$ cat src/rtl/rapids_mem_pkg.sv
// Shared types for the instruction/data memory arbiter: FSM states, grant owner
// and default bus widths.
package rapids_mem_pkg;
    localparam int DEF_ADDR_W = 32;
    localparam int DEF_DATA_W = 32;

    typedef enum logic [1:0] {ST_IDLE, ST_BUSY, ST_RESP} state_t;
    typedef enum logic       {G_INSTR, G_DATA}           grant_t;
endpackage

$ cat src/rtl/mem_arbiter.sv
// Two-master (instruction fetch / data) arbiter onto one shared memory port.
// Data has priority, but a run of contested data grants forces an instruction grant.
module mem_arbiter
    import rapids_mem_pkg::*;
#(
    parameter int ADDR_W     = DEF_ADDR_W,
    parameter int DATA_W     = DEF_DATA_W,
    parameter int STREAK_MAX = 4,
    parameter int TIMEOUT    = 16
) (
    input  logic              clk,
    input  logic              rst_n,
    input  logic              i_req,
    input  logic [ADDR_W-1:0] i_addr,
    output logic [DATA_W-1:0] i_rdata,
    output logic              i_wait,
    output logic              i_fault,
    input  logic              d_req,
    input  logic              d_we,
    input  logic [ADDR_W-1:0] d_addr,
    input  logic [DATA_W-1:0] d_wdata,
    output logic [DATA_W-1:0] d_rdata,
    output logic              d_wait,
    output logic              d_fault,
    output logic              m_req,
    output logic              m_we,
    output logic [ADDR_W-1:0] m_addr,
    output logic [DATA_W-1:0] m_wdata,
    input  logic [DATA_W-1:0] m_rdata,
    input  logic              m_ack
);
    localparam int SW = $clog2(STREAK_MAX + 1);
    localparam int TW = $clog2(TIMEOUT + 1);

    state_t            r_state;
    grant_t            r_grant;
    logic [SW-1:0]     r_streak;
    logic [TW-1:0]     r_timer;
    logic              r_m_req;
    logic              r_m_we;
    logic [ADDR_W-1:0] r_m_addr;
    logic [DATA_W-1:0] r_m_wdata;
    logic [DATA_W-1:0] r_i_rdata;
    logic [DATA_W-1:0] r_d_rdata;
    logic              r_i_fault;
    logic              r_d_fault;

    logic w_pick_d;
    logic w_streak_full;
    logic w_resp_i;
    logic w_resp_d;

    assign w_streak_full = (r_streak == SW'(STREAK_MAX));
    assign w_pick_d      = d_req && !(i_req && w_streak_full);

    // Reset forces both waits to follow req, even if the state is still RESP.
    assign w_resp_i = rst_n && (r_state == ST_RESP) && (r_grant == G_INSTR);
    assign w_resp_d = rst_n && (r_state == ST_RESP) && (r_grant == G_DATA);

    assign i_wait  = i_req && !w_resp_i;
    assign d_wait  = d_req && !w_resp_d;
    assign i_rdata = r_i_rdata;
    assign d_rdata = r_d_rdata;
    assign i_fault = r_i_fault;
    assign d_fault = r_d_fault;
    assign m_req   = r_m_req;
    assign m_we    = r_m_we;
    assign m_addr  = r_m_addr;
    assign m_wdata = r_m_wdata;

    always_ff @(posedge clk) begin
        if (!rst_n) begin
            r_state   <= ST_IDLE;
            r_grant   <= G_INSTR;
            r_streak  <= '0;
            r_timer   <= '0;
            r_m_req   <= 1'b0;
            r_m_we    <= 1'b0;
            r_m_addr  <= '0;
            r_m_wdata <= '0;
            r_i_rdata <= '0;
            r_d_rdata <= '0;
            r_i_fault <= 1'b0;
            r_d_fault <= 1'b0;
        end else begin
            case (r_state)
                ST_IDLE: begin
                    if (i_req || d_req) begin
                        r_state <= ST_BUSY;
                        r_m_req <= 1'b1;
                        r_timer <= '0;
                        if (w_pick_d) begin
                            r_grant   <= G_DATA;
                            r_m_we    <= d_we;
                            r_m_addr  <= d_addr;
                            r_m_wdata <= d_wdata;
                            if (!i_req)
                                r_streak <= '0;
                            else if (!w_streak_full)
                                r_streak <= r_streak + SW'(1);
                        end else begin
                            r_grant  <= G_INSTR;
                            r_m_we   <= 1'b0;
                            r_m_addr <= i_addr;
                            r_streak <= '0;
                        end
                    end
                end
                ST_BUSY: begin
                    // An ack in the last allowed cycle still beats the timeout.
                    if (m_ack || (r_timer == TW'(TIMEOUT - 1))) begin
                        r_state <= ST_RESP;
                        r_m_req <= 1'b0;
                        if (r_grant == G_INSTR) begin
                            r_i_rdata <= m_ack ? m_rdata : '0;
                            r_i_fault <= !m_ack;
                        end else begin
                            if (!r_m_we)
                                r_d_rdata <= m_ack ? m_rdata : '0;
                            r_d_fault <= !m_ack;
                        end
                    end else begin
                        r_timer <= r_timer + TW'(1);
                    end
                end
                ST_RESP: begin
                    r_state   <= ST_IDLE;
                    r_i_fault <= 1'b0;
                    r_d_fault <= 1'b0;
                end
                default: r_state <= ST_IDLE;
            endcase
        end
    end
endmodule

$ cat config.mk
export PLATFORM = sky130hd
export DESIGN_NAME = mem_arbiter
export DESIGN_NICKNAME = d
export VERILOG_FILES = /design/src/rtl/rapids_mem_pkg.sv /design/src/rtl/mem_arbiter.sv
export SDC_FILE = /design/constraint.sdc
export NUM_CORES = 1
export LEC_CHECK = 0
export BUFFER_PORTS_ARGS = -buffer_cell sky130_fd_sc_hd__clkbuf_2
export CORE_MARGIN = 5
export CORE_UTILIZATION = 52
export DETAILED_ROUTE_END_ITERATION = 7
export PLACE_DENSITY_LB_ADDON = 0.05
export SETUP_SLACK_MARGIN = 0.3
export SYNTH_ARGS = -nofsm -noshare
export SYNTH_HDL_FRONTEND = slang
export SYNTH_SLANG_ARGS = --single-unit
$ cat constraint.sdc
create_clock -name clk -period 3.1 [get_ports clk]
set_input_delay 0.155 -clock clk [delete_from_list [all_inputs] [get_ports clk]]
set_output_delay 0.155 -clock clk [all_outputs]
set_load 0.005 [all_outputs]
Word level (Yosys, flattened, before mapping)
Cells that the tools add are included.

storage, ports and cells
  register bits after elaboration = 143
  output and inout port bits = 134
  logic and storage cells = 74

operators by class
  add/sub/neg operators = 2
  equal/unequal tests = 10
  muxes and demuxes = 22
  bitwise logic cells = 2
  reduce and logical (&&, ||, !) cells = 26

operators by type and width
  kind                 number
  $mux 32              2
  $reduce_and 3->1     7
  $mux 5               2
  $ne 2x2->1 const B   5
  $pmux 5 s2           1
  $mux 3               3
  $mux 1               8
  $logic_and 1x1->1    7
  $pmux 1 s2           3
  $add 5x1->5 const B  1
  $eq 5x4->1 const B   1
  $logic_not 1->1      4
  $mux 2               2
  $pmux 2 s2           1
  $reduce_and 2->1     2
  $reduce_and 4->1     1
  $reduce_bool 2->1    2
  $add 3x1->3 const B  1
  $eq 3x3->1 const B   1
  $ne 3x3->1 const B   1
  $eq 2x1->1 const B   1
  $eq 2x2->1 const B   1
  $logic_not 2->1      1
  $logic_or 1x1->1     2
  $not 1->1            2

Depth between registers and ports, before layout
Gate-level depths: netlist of the first run.

  word-level depth = 6
  gate-level depth with buffers = 8
  gate-level depth less buffers = 6

Worst setup path before layout of the first run
OpenSTA, ideal clock, no wires.

  path kind = register to register
  start = register r_timer[0]
  end = register r_timer[4]
  arrival time = 2.006 ns
  path slack = 1.024 ns
  stages on the path, launching flop included = 7
  buffers on the path = 0
  cell sequence = dfxtp_1 ha_1 and3_1 ha_1 or4b_4 or4b_1 a21oi_1

between the ends
  cells in the longest elaborated chain, start to end = 4
  elaborated cells between the ends (all ways) = 7
  those cells by class = 1 x add/sub; 2 x eq/ne; 2 x mux; 2 x reduce/logical

ends and longest elaborated chain
  item                                                 line                source
  from (decl)                                          mem_arbiter.sv:38   logic [TW-1:0] r_timer;
  from (signal assigned)                               mem_arbiter.sv:123  r_timer <= r_timer + TW'(1);
  branches (longest 4 deep; another with $add 5x1->5)  -

Parallel ways; which one is timed is not known. The select of a mux whose other input is x is not followed.
A chain may end at the register's enable or synchronous reset.

Worst setup path in the final report of the first run
  start = register r_timer[0]
  end = register r_timer[0]

The elaborated chain is that of the path after synthesis.

==> flow_summary_export.csv, run 1 <==
group,metric,value,unit
run_status,status,"finished clean",
final_layout,syn2layout_area_growth,33.8,%
timing,fin_ws,0.836,ns
logic_synthesis,synth_compound_area_frac,0.287,
run,drv_cap,0,
logic_synthesis,synthXorXnorAreaFrac,0,
placed_design,place_congestion,0.880,
die,fp.dieH,121,µm
power_and_ir_drop,ir_worst_vdd,0.000420,V
timing,rsz0062_at_grt,"false",
worst_setup_path,crit_path_frequent_cell,"ha_1",
drt,post_drt_via_cell_ratio,6.17,
placed_design,portBuffers,267,
final_layout,fin_area,8500,µm²
logic_synthesis,ys_types,45,
worst_setup_path,start_kind,"flip-flop",
clock_network,cts_buffers,17,
timing,fin_crit,2.26,ns
drt,route.detailed.drc,0,
worst_setup_path,end_kind,"flip-flop",
timing,period_share,0.730,
placed_design,dp_cells,1099,
logic_synthesis,synth_top_family_by_area,"compound AO/OA/AOI/OAI gates",
logic_synthesis,synth-edff-count,0,
clock_network,clockRootBuffer,"clkbuf_16",
final_layout,diodes,0,
logic_synthesis,synth.area.mux_share,0.00158,
timing,worst_pin_slew,1.19,ns
die,coreArea,12000,µm²
global_routing,grt_pass1_wl,33.5,mm
timing,fmax,0.442,GHz
logic_synthesis,yosysTopAreaCellShare,0.451,
placed_design,dp_slack,0.867,ns
logic_synthesis,ys_seq_area_frac,0.451,
die,dieArea,14500,µm²
timing,fin_hold_ws,0.00975,ns
clock_network,clkTransAtPathRegs,0.06,ns
die,pin_count,268,
drt,routed_wl,21.2,mm
clock_network,cts_htree_levels,4,
placed_design,placed_area,7650,µm²
logic_synthesis,synthAdderAreaFrac,0.00788,
worst_setup_path,crit_type,"flip-flop to flip-flop",
final_layout,num-nets-final,1140,
final_layout,drive_above_1_share,0.324,
global_routing,overflow,0,
power_and_ir_drop,p_leak,3.73,nW
timing,setup_viol,0,
logic_synthesis,syn-cell-area,6350,µm²
final_layout,n_fill_cell,968,
logic_synthesis,synth_fp_nets,906,
worst_hold_path,holdCritStartpoint,"m_rdata[10]",
logic_synthesis,syn_area_per_cell,8.27,µm²
drt,drt_pass1_iterations,5,
timing,skew,0.00700,ns
global_routing,antenna_found_initial,0,
logic_synthesis,yosys.area_share.simple,0.185,
logic_synthesis,synthArstFlopShare,0,
power_and_ir_drop,cellPowerDensity,541,nW/µm²
global_routing,grt_pass1_vias,6898,
final_layout,final-instance-count-excl-fill,1160,
worst_setup_path,critPathMaxStageDelay,0.54,ns
drt,drtIter0Drc,821,
worst_setup_path,startpoint,"r_timer[0]",
worst_setup_path,crit_chain,"ha_1 -> and3_1 -> ha_1 -> or4b_4 -> or4b_1 -> a21oi_1",
logic_synthesis,synth_warnings,0,
worst_setup_path,worstPathRequired,3.43,ns
clock_network,clkLatencyLatePin,0.41,ns
worst_setup_path,path_max_fanout,6,
clock_network,cts_setup_buffers,0,
logic_synthesis,ys.flop_type,"dfxtp_1",
global_routing,grt_max_degree,73,
timing,maxSlewViolCount,0,
logic_synthesis,synth.area.top_cells,"dfxtp_1, a21oi_1, o21ai_0",
worst_hold_path,hp-class,"primary input to flip-flop",
logic_synthesis,synth_cells,768,
logic_synthesis,synth_seq_cells,143,
clock_network,cts_tree,"yes",
die,initial_core_util,0.529,
worst_setup_path,crit_slowest_cell,"or4b_4",
logic_synthesis,yosysTopAreaCell,"dfxtp_1",
global_routing,track_usage,0.281,
drt,ant_nets,0,
timing,tns,0,ns
clock_network,cts_sinks,143,
die,core.rowCount,40,
worst_setup_path,crit_arrival,2.59,ns
clock_network,clock_path_buffers,2,
worst_setup_path,r2r_start,"r_timer[0]",
timing,hold_violations,0,
timing,relSlewSlack,0.209,
drt,vias,7155,
drt,wl_per_cell,18.3,µm
die,die_w,121,µm
placed_design,hpwl,13.7,mm
## metal layers
metal,share of wire,vias to the layer above,GRT usage
li1,-,3355,-
met2,0.49,369,0.462
met5,0,-,0
met4,0.030,0,0.121
met1,0.41,3376,0.353
met3,0.077,55,0.0664
## cells in the final DEF, fill, tap and decap left out, types with 2 or more instances in the layout
cell and count:
a2111oi_0 32, a211o_1 33, a211oi_1 3, a21oi_1 101, buf_4 16, clkbuf_1 3
clkbuf_16 17, clkbuf_2 267, clkbuf_8 3, clkinv_2 6, dfxtp_1 143, dlygate4sd3_1 31
ha_1 4, inv_1 8, nand2_1 66, nand2b_1 3, nand3_1 66, nand4_1 33
nor2b_2 2, nor3_1 2, nor4_1 32, o211ai_1 7, o21a_1 2, o21ai_0 68
o31ai_1 32, or2_2 3, or3_1 2, or3b_2 2, or4b_1 2
## flip-flops by register name (all words and copies together) (netlist names)
name and count:
d_rdata 32, m_req 1, r_streak 3, i_fault 1, r_grant 1, m_wdata 32, i_rdata 32, m_addr 32
m_we 1, d_fault 1, r_timer 5, r_state 2
## logic make-up after synthesis
kind of cell,after synthesis
and+or+nand+nor,224
AOI/OAI and AO/OA,287
DFF,143
adders and majority gates,4
muxes,1
buffers and inverters,109
## layout make-up
cell class / instances / area [µm²] / area share
Clock buffer: 23 / 478 / 0.0562
Clock inverter: 7 / 62.6 / 0.00736
Inverter: 9 / 35.0 / 0.00412
Multi-Input combinational cell: 516 / 3090 / 0.364
Sequential cell: 143 / 2860 / 0.337
Tap cell: 147 / 184 / 0.0216
Timing Repair Buffer: 315 / 1790 / 0.210
## metrics by stage
stage | power [mW] | utilization
final | 4.60 | 0.708
after global placement | 2.69 | 0.637
after global routing | 4.78 | 0.708
after CTS | 4.61 | 0.708
after floorplan | 2.40 | -
after detailed placement | 2.71 | 0.637
## cell usage after synthesis, drive strengths merged (7+ instances only)
cell,number
clkbuf,79
dfxtp,143
nor4,32
o21ai,68
a211o,33
a2111oi,32
inv,8
o31ai,32
nand2,66
nand4,33
nand3,67
a21oi,102
o211ai,7
buf,21
## worst max-delay path, delay by kind of cell, from the launching register on
kind            cells  cell delay (ns)
flops               1             0.33
simple gates        3             1.22
fa+ha+maj           2             0.48
compound gates      1             0.15
## path summary, 6_finish.rpt
check | slack (ns) | to | cells after the start
setup / recovery | 0.84 | r_timer[0] | 6
hold / removal | 0.01 | d_rdata[10] | 3
setup reg to reg | 0.84 | r_timer[0] | 6
hold reg to reg | 0.47 | d_rdata[10] | 2
## where the power goes
| group | switching, mW | internal, mW | leakage (nW) |
|---|---|---|---|
| combinational | 0.413 | 0.286 | 2.29 |
| sequential | 0.0695 | 1.94 | 1.17 |
| clock | 0.737 | 1.15 | 0.268 |
## repair_timing
item / in CTS / in global routing
hold buffers: 31 / 0
endpoints found under the hold margin: 31 / 0
endpoints found under the setup margin: 0 / 0
gates resized for setup: 0 / 0
Power figures use the tool's default switching activity.
==> inputs of run 2 (changes only) <==
Settings changed: ABC_AREA from default to 1, CORE_UTILIZATION 52 to 42.
Clock period 3.1 ns to 2 ns, I/O delays scaled along.
==> run 2 against run 1 <==
First-iteration DRC count is 68% lower. Core utilization fell by 4.2 points. Critical path depth is 3 higher. Flip-flop and latch count is the same. Sequential share of layout area down 2.5 points. Sequential power increased by 56%. Total power increased by 63%. Clock power up 69%. Register-to-register slack got worse by 0.52 ns. Clock skew increased by 0.0025 ns. Die area up 14%. Global-route usage fell by 6.1 points. Highest routed layer unchanged.
==> flow_summary_export.csv, run 2 <==
group,metric,value,unit
final_layout,mostFrequentLayoutCells,"clkbuf_2, nand2_1, dfxtp_1, dlygate4sd3_1, inv_1",
timing,relSlewSlack,0.510,
timing,worst_pin_slew,0.735,ns
timing,hold_violations,0,
logic_synthesis,synth_seq_cells,143,
timing,tns,0,ns
timing,period_share,0.841,
power_and_ir_drop,ir_worst_vdd,0.000571,V
die,dieArea,16500,µm²
timing,fin_hold_ws,0.0115,ns
logic_synthesis,ys_top_cells_by_count,"nand2_1, dfxtp_1, inv_1",
global_routing,track_usage,0.220,
worst_setup_path,path_max_fanout,12,
die,die_w,128,µm
worst_setup_path,crit_arrival,1.98,ns
drt,vias,6405,
final_layout,num-nets-final,1320,
logic_synthesis,ys_seq_area_frac,0.486,
timing,fin_crit,1.68,ns
power_and_ir_drop,internal_power,5.58,mW
drt,wl_per_cell,13.9,µm
logic_synthesis,ys_types,26,
drt,drtIter0Drc,264,
die,core.rowCount,43,
clock_network,cts_sinks,143,
placed_design,hpwl,12.3,mm
logic_synthesis,syn_area_per_cell,7.13,µm²
logic_synthesis,yosysMostFrequentCell,"nand2_1",
power_and_ir_drop,clockPowerShare,0.427,
power_and_ir_drop,cellPowerDensity,813,nW/µm²
logic_synthesis,yosysTopAreaCell,"dfxtp_1",
drt,drt_pass1_iterations,4,
clock_network,cts_buffers,17,
logic_synthesis,syn-cell-area,5890,µm²
clock_network,cts_tree,"yes",
worst_setup_path,crit_type,"flip-flop to flip-flop",
timing,maxSlewViolCount,0,
final_layout,final-instance-count-excl-fill,1376,
worst_hold_path,hp-class,"primary input to flip-flop",
clock_network,clockRootBuffer,"clkbuf_16",
timing,setup_viol,0,
clock_network,clkTransAtPathRegs,0.06,ns
clock_network,cts_htree_levels,4,
placed_design,portBuffers,267,
logic_synthesis,yosysTopAreaCellShare,0.486,
final_layout,syn2layout_area_growth,56.1,%
die,coreArea,13800,µm²
global_routing,grt_max_degree,67,
clock_network,clkLatencyLatePin,0.42,ns
power_and_ir_drop,p_leak,4.63,nW
die,initial_core_util,0.426,
timing,skew,0.00946,ns
global_routing,met3_usage,0.0648,
die,fp.dieH,128,µm
run,drv_cap,0,
logic_synthesis,synth-edff-count,0,
timing,fmax,0.595,GHz
worst_setup_path,end_kind,"flip-flop",
logic_synthesis,synth_warnings,0,
worst_setup_path,worstPathRequired,2.30,ns
worst_setup_path,reg2regPathDepth,9,
logic_synthesis,synth_fp_nets,964,
global_routing,grtUsageMet1,0.261,
final_layout,final_common_cell,"clkbuf_2",
global_routing,overflow,0,
global_routing,grt_pass1_vias,5957,
global_routing,met2_usage,0.371,
placed_design,dp_cells,1242,
logic_synthesis,synth_cells,826,
global_routing,grt_busiest_layer,"met2",
global_routing,antenna_found_initial,0,
timing,rsz0062_at_grt,"true",
clock_network,clock_path_buffers,2,
power_and_ir_drop,power.share.switching,0.253,
drt,ant_nets,0,
logic_synthesis,ys.flop_type,"dfxtp_1",
logic_synthesis,synthArstFlopShare,0,
drt,route.detailed.drc,0,
power_and_ir_drop,combPwrFrac,0.155,
power_and_ir_drop,power,7.48,mW
power_and_ir_drop,seqPwrFrac,0.418,
worst_setup_path,start_kind,"flip-flop",
final_layout,drive_above_1_share,0.326,
logic_synthesis,synth.area.top_cells,"dfxtp_1, nand2_1, a21oi_1",
drt,post_drt_via_cell_ratio,4.65,
placed_design,place_congestion,0.767,
drt,routed_wl,19.1,mm
power_and_ir_drop,switching_power,1.90,mW
die,pin_count,268,
global_routing,grt_pass1_wl,29.4,mm
run_status,status,"finished clean",
worst_hold_path,hold_depth,5,
## run 2: changes by cell type after synthesis, moves of 33 or more
cell	change
nor2_1	+63
clkbuf_1	-61
inv_1	+66
o21ai_0	-58
nand2_1	+191
a211o_1	-33
## run 2: final timing paths
check                                start     endpoint  slack [ns]
worst max-delay path            r_timer[1]  i_rdata[30]        0.32
worst max register to register  r_timer[1]  i_rdata[30]        0.32
worst min register to register  m_addr[10]   m_addr[10]        0.45
worst min-delay path            i_addr[10]   m_addr[10]        0.01
## run 2: worst max-delay path: stages (launching register included)
cell     delay (ns)
dfxtp_4        0.36
ha_4           0.13
and3_4         0.19
ha_4           0.14
nor2_4         0.04
nor2_4         0.22
nand2_4        0.11
buf_12         0.16
o21ai_1        0.15
nor2_1         0.06
## run 2: cell type report
type / instances / area, µm²
fillers: 1199 / 4630
flip-flops and latches: 143 / 2870
repair buffers: 386 / 2620
multi-input cells: 555 / 2580
well taps: 180 / 225
clock buffers: 23 / 498
inverters: 79 / 297
clock inverters: 9 / 106
diodes: 1 / 2.50
## run 2: layer usage
layer,part of all wire,vias up,routed length (µm)
li1,-,3290,-
met1,0.40,2859,7590
met2,0.50,217,9560
met3,0.080,39,1530
met4,0.023,0,447
met5,0,-,0
## run 2: cell families (layout without fill, tap and decap cells)
| kind of cell | after synthesis | in the layout | share of synthesized area |
|---|---|---|---|
| adders and majority gates | 4 | 4 | 0.00849 |
| other | 0 | 1 | 0 |
| buffers and inverters | 128 | 497 | 0.0913 |
| and+or+nand+nor | 436 | 436 | 0.315 |
| AOI/OAI and AO/OA | 115 | 115 | 0.0998 |
| DFF | 143 | 143 | 0.486 |
## run 2: what timing repair did
action                                  in CTS  in global routing
pin swaps                                    2                  6
resized for setup                            6                 36
hold buffers                                97                  0
setup buffers                                1                  1
endpoints found under the hold margin       68                  0
cloned                                       0                  2
endpoints found under the setup margin      39                 78
## run 2: through the flow
step                instance area [µm²]  utilization  worst slack [ns]
global placement                   7400        0.535             0.221
floorplan                          5890            -             0.403
finish                             9200        0.665             0.318
detailed placement                 7400        0.535             0.175
global route                       9200        0.665             0.242
CTS                                9010        0.652             0.318
## run 2: power by group through the flow
stage	Sequential [mW]	Clock [mW]	Combinational, mW
CTS	3.12	3.25	1.12
global route	3.14	3.36	1.28
global placement	3.18	0	0.949
floorplan	3.19	0	0.497
detailed placement	3.18	0	0.954
finish	3.13	3.19	1.16
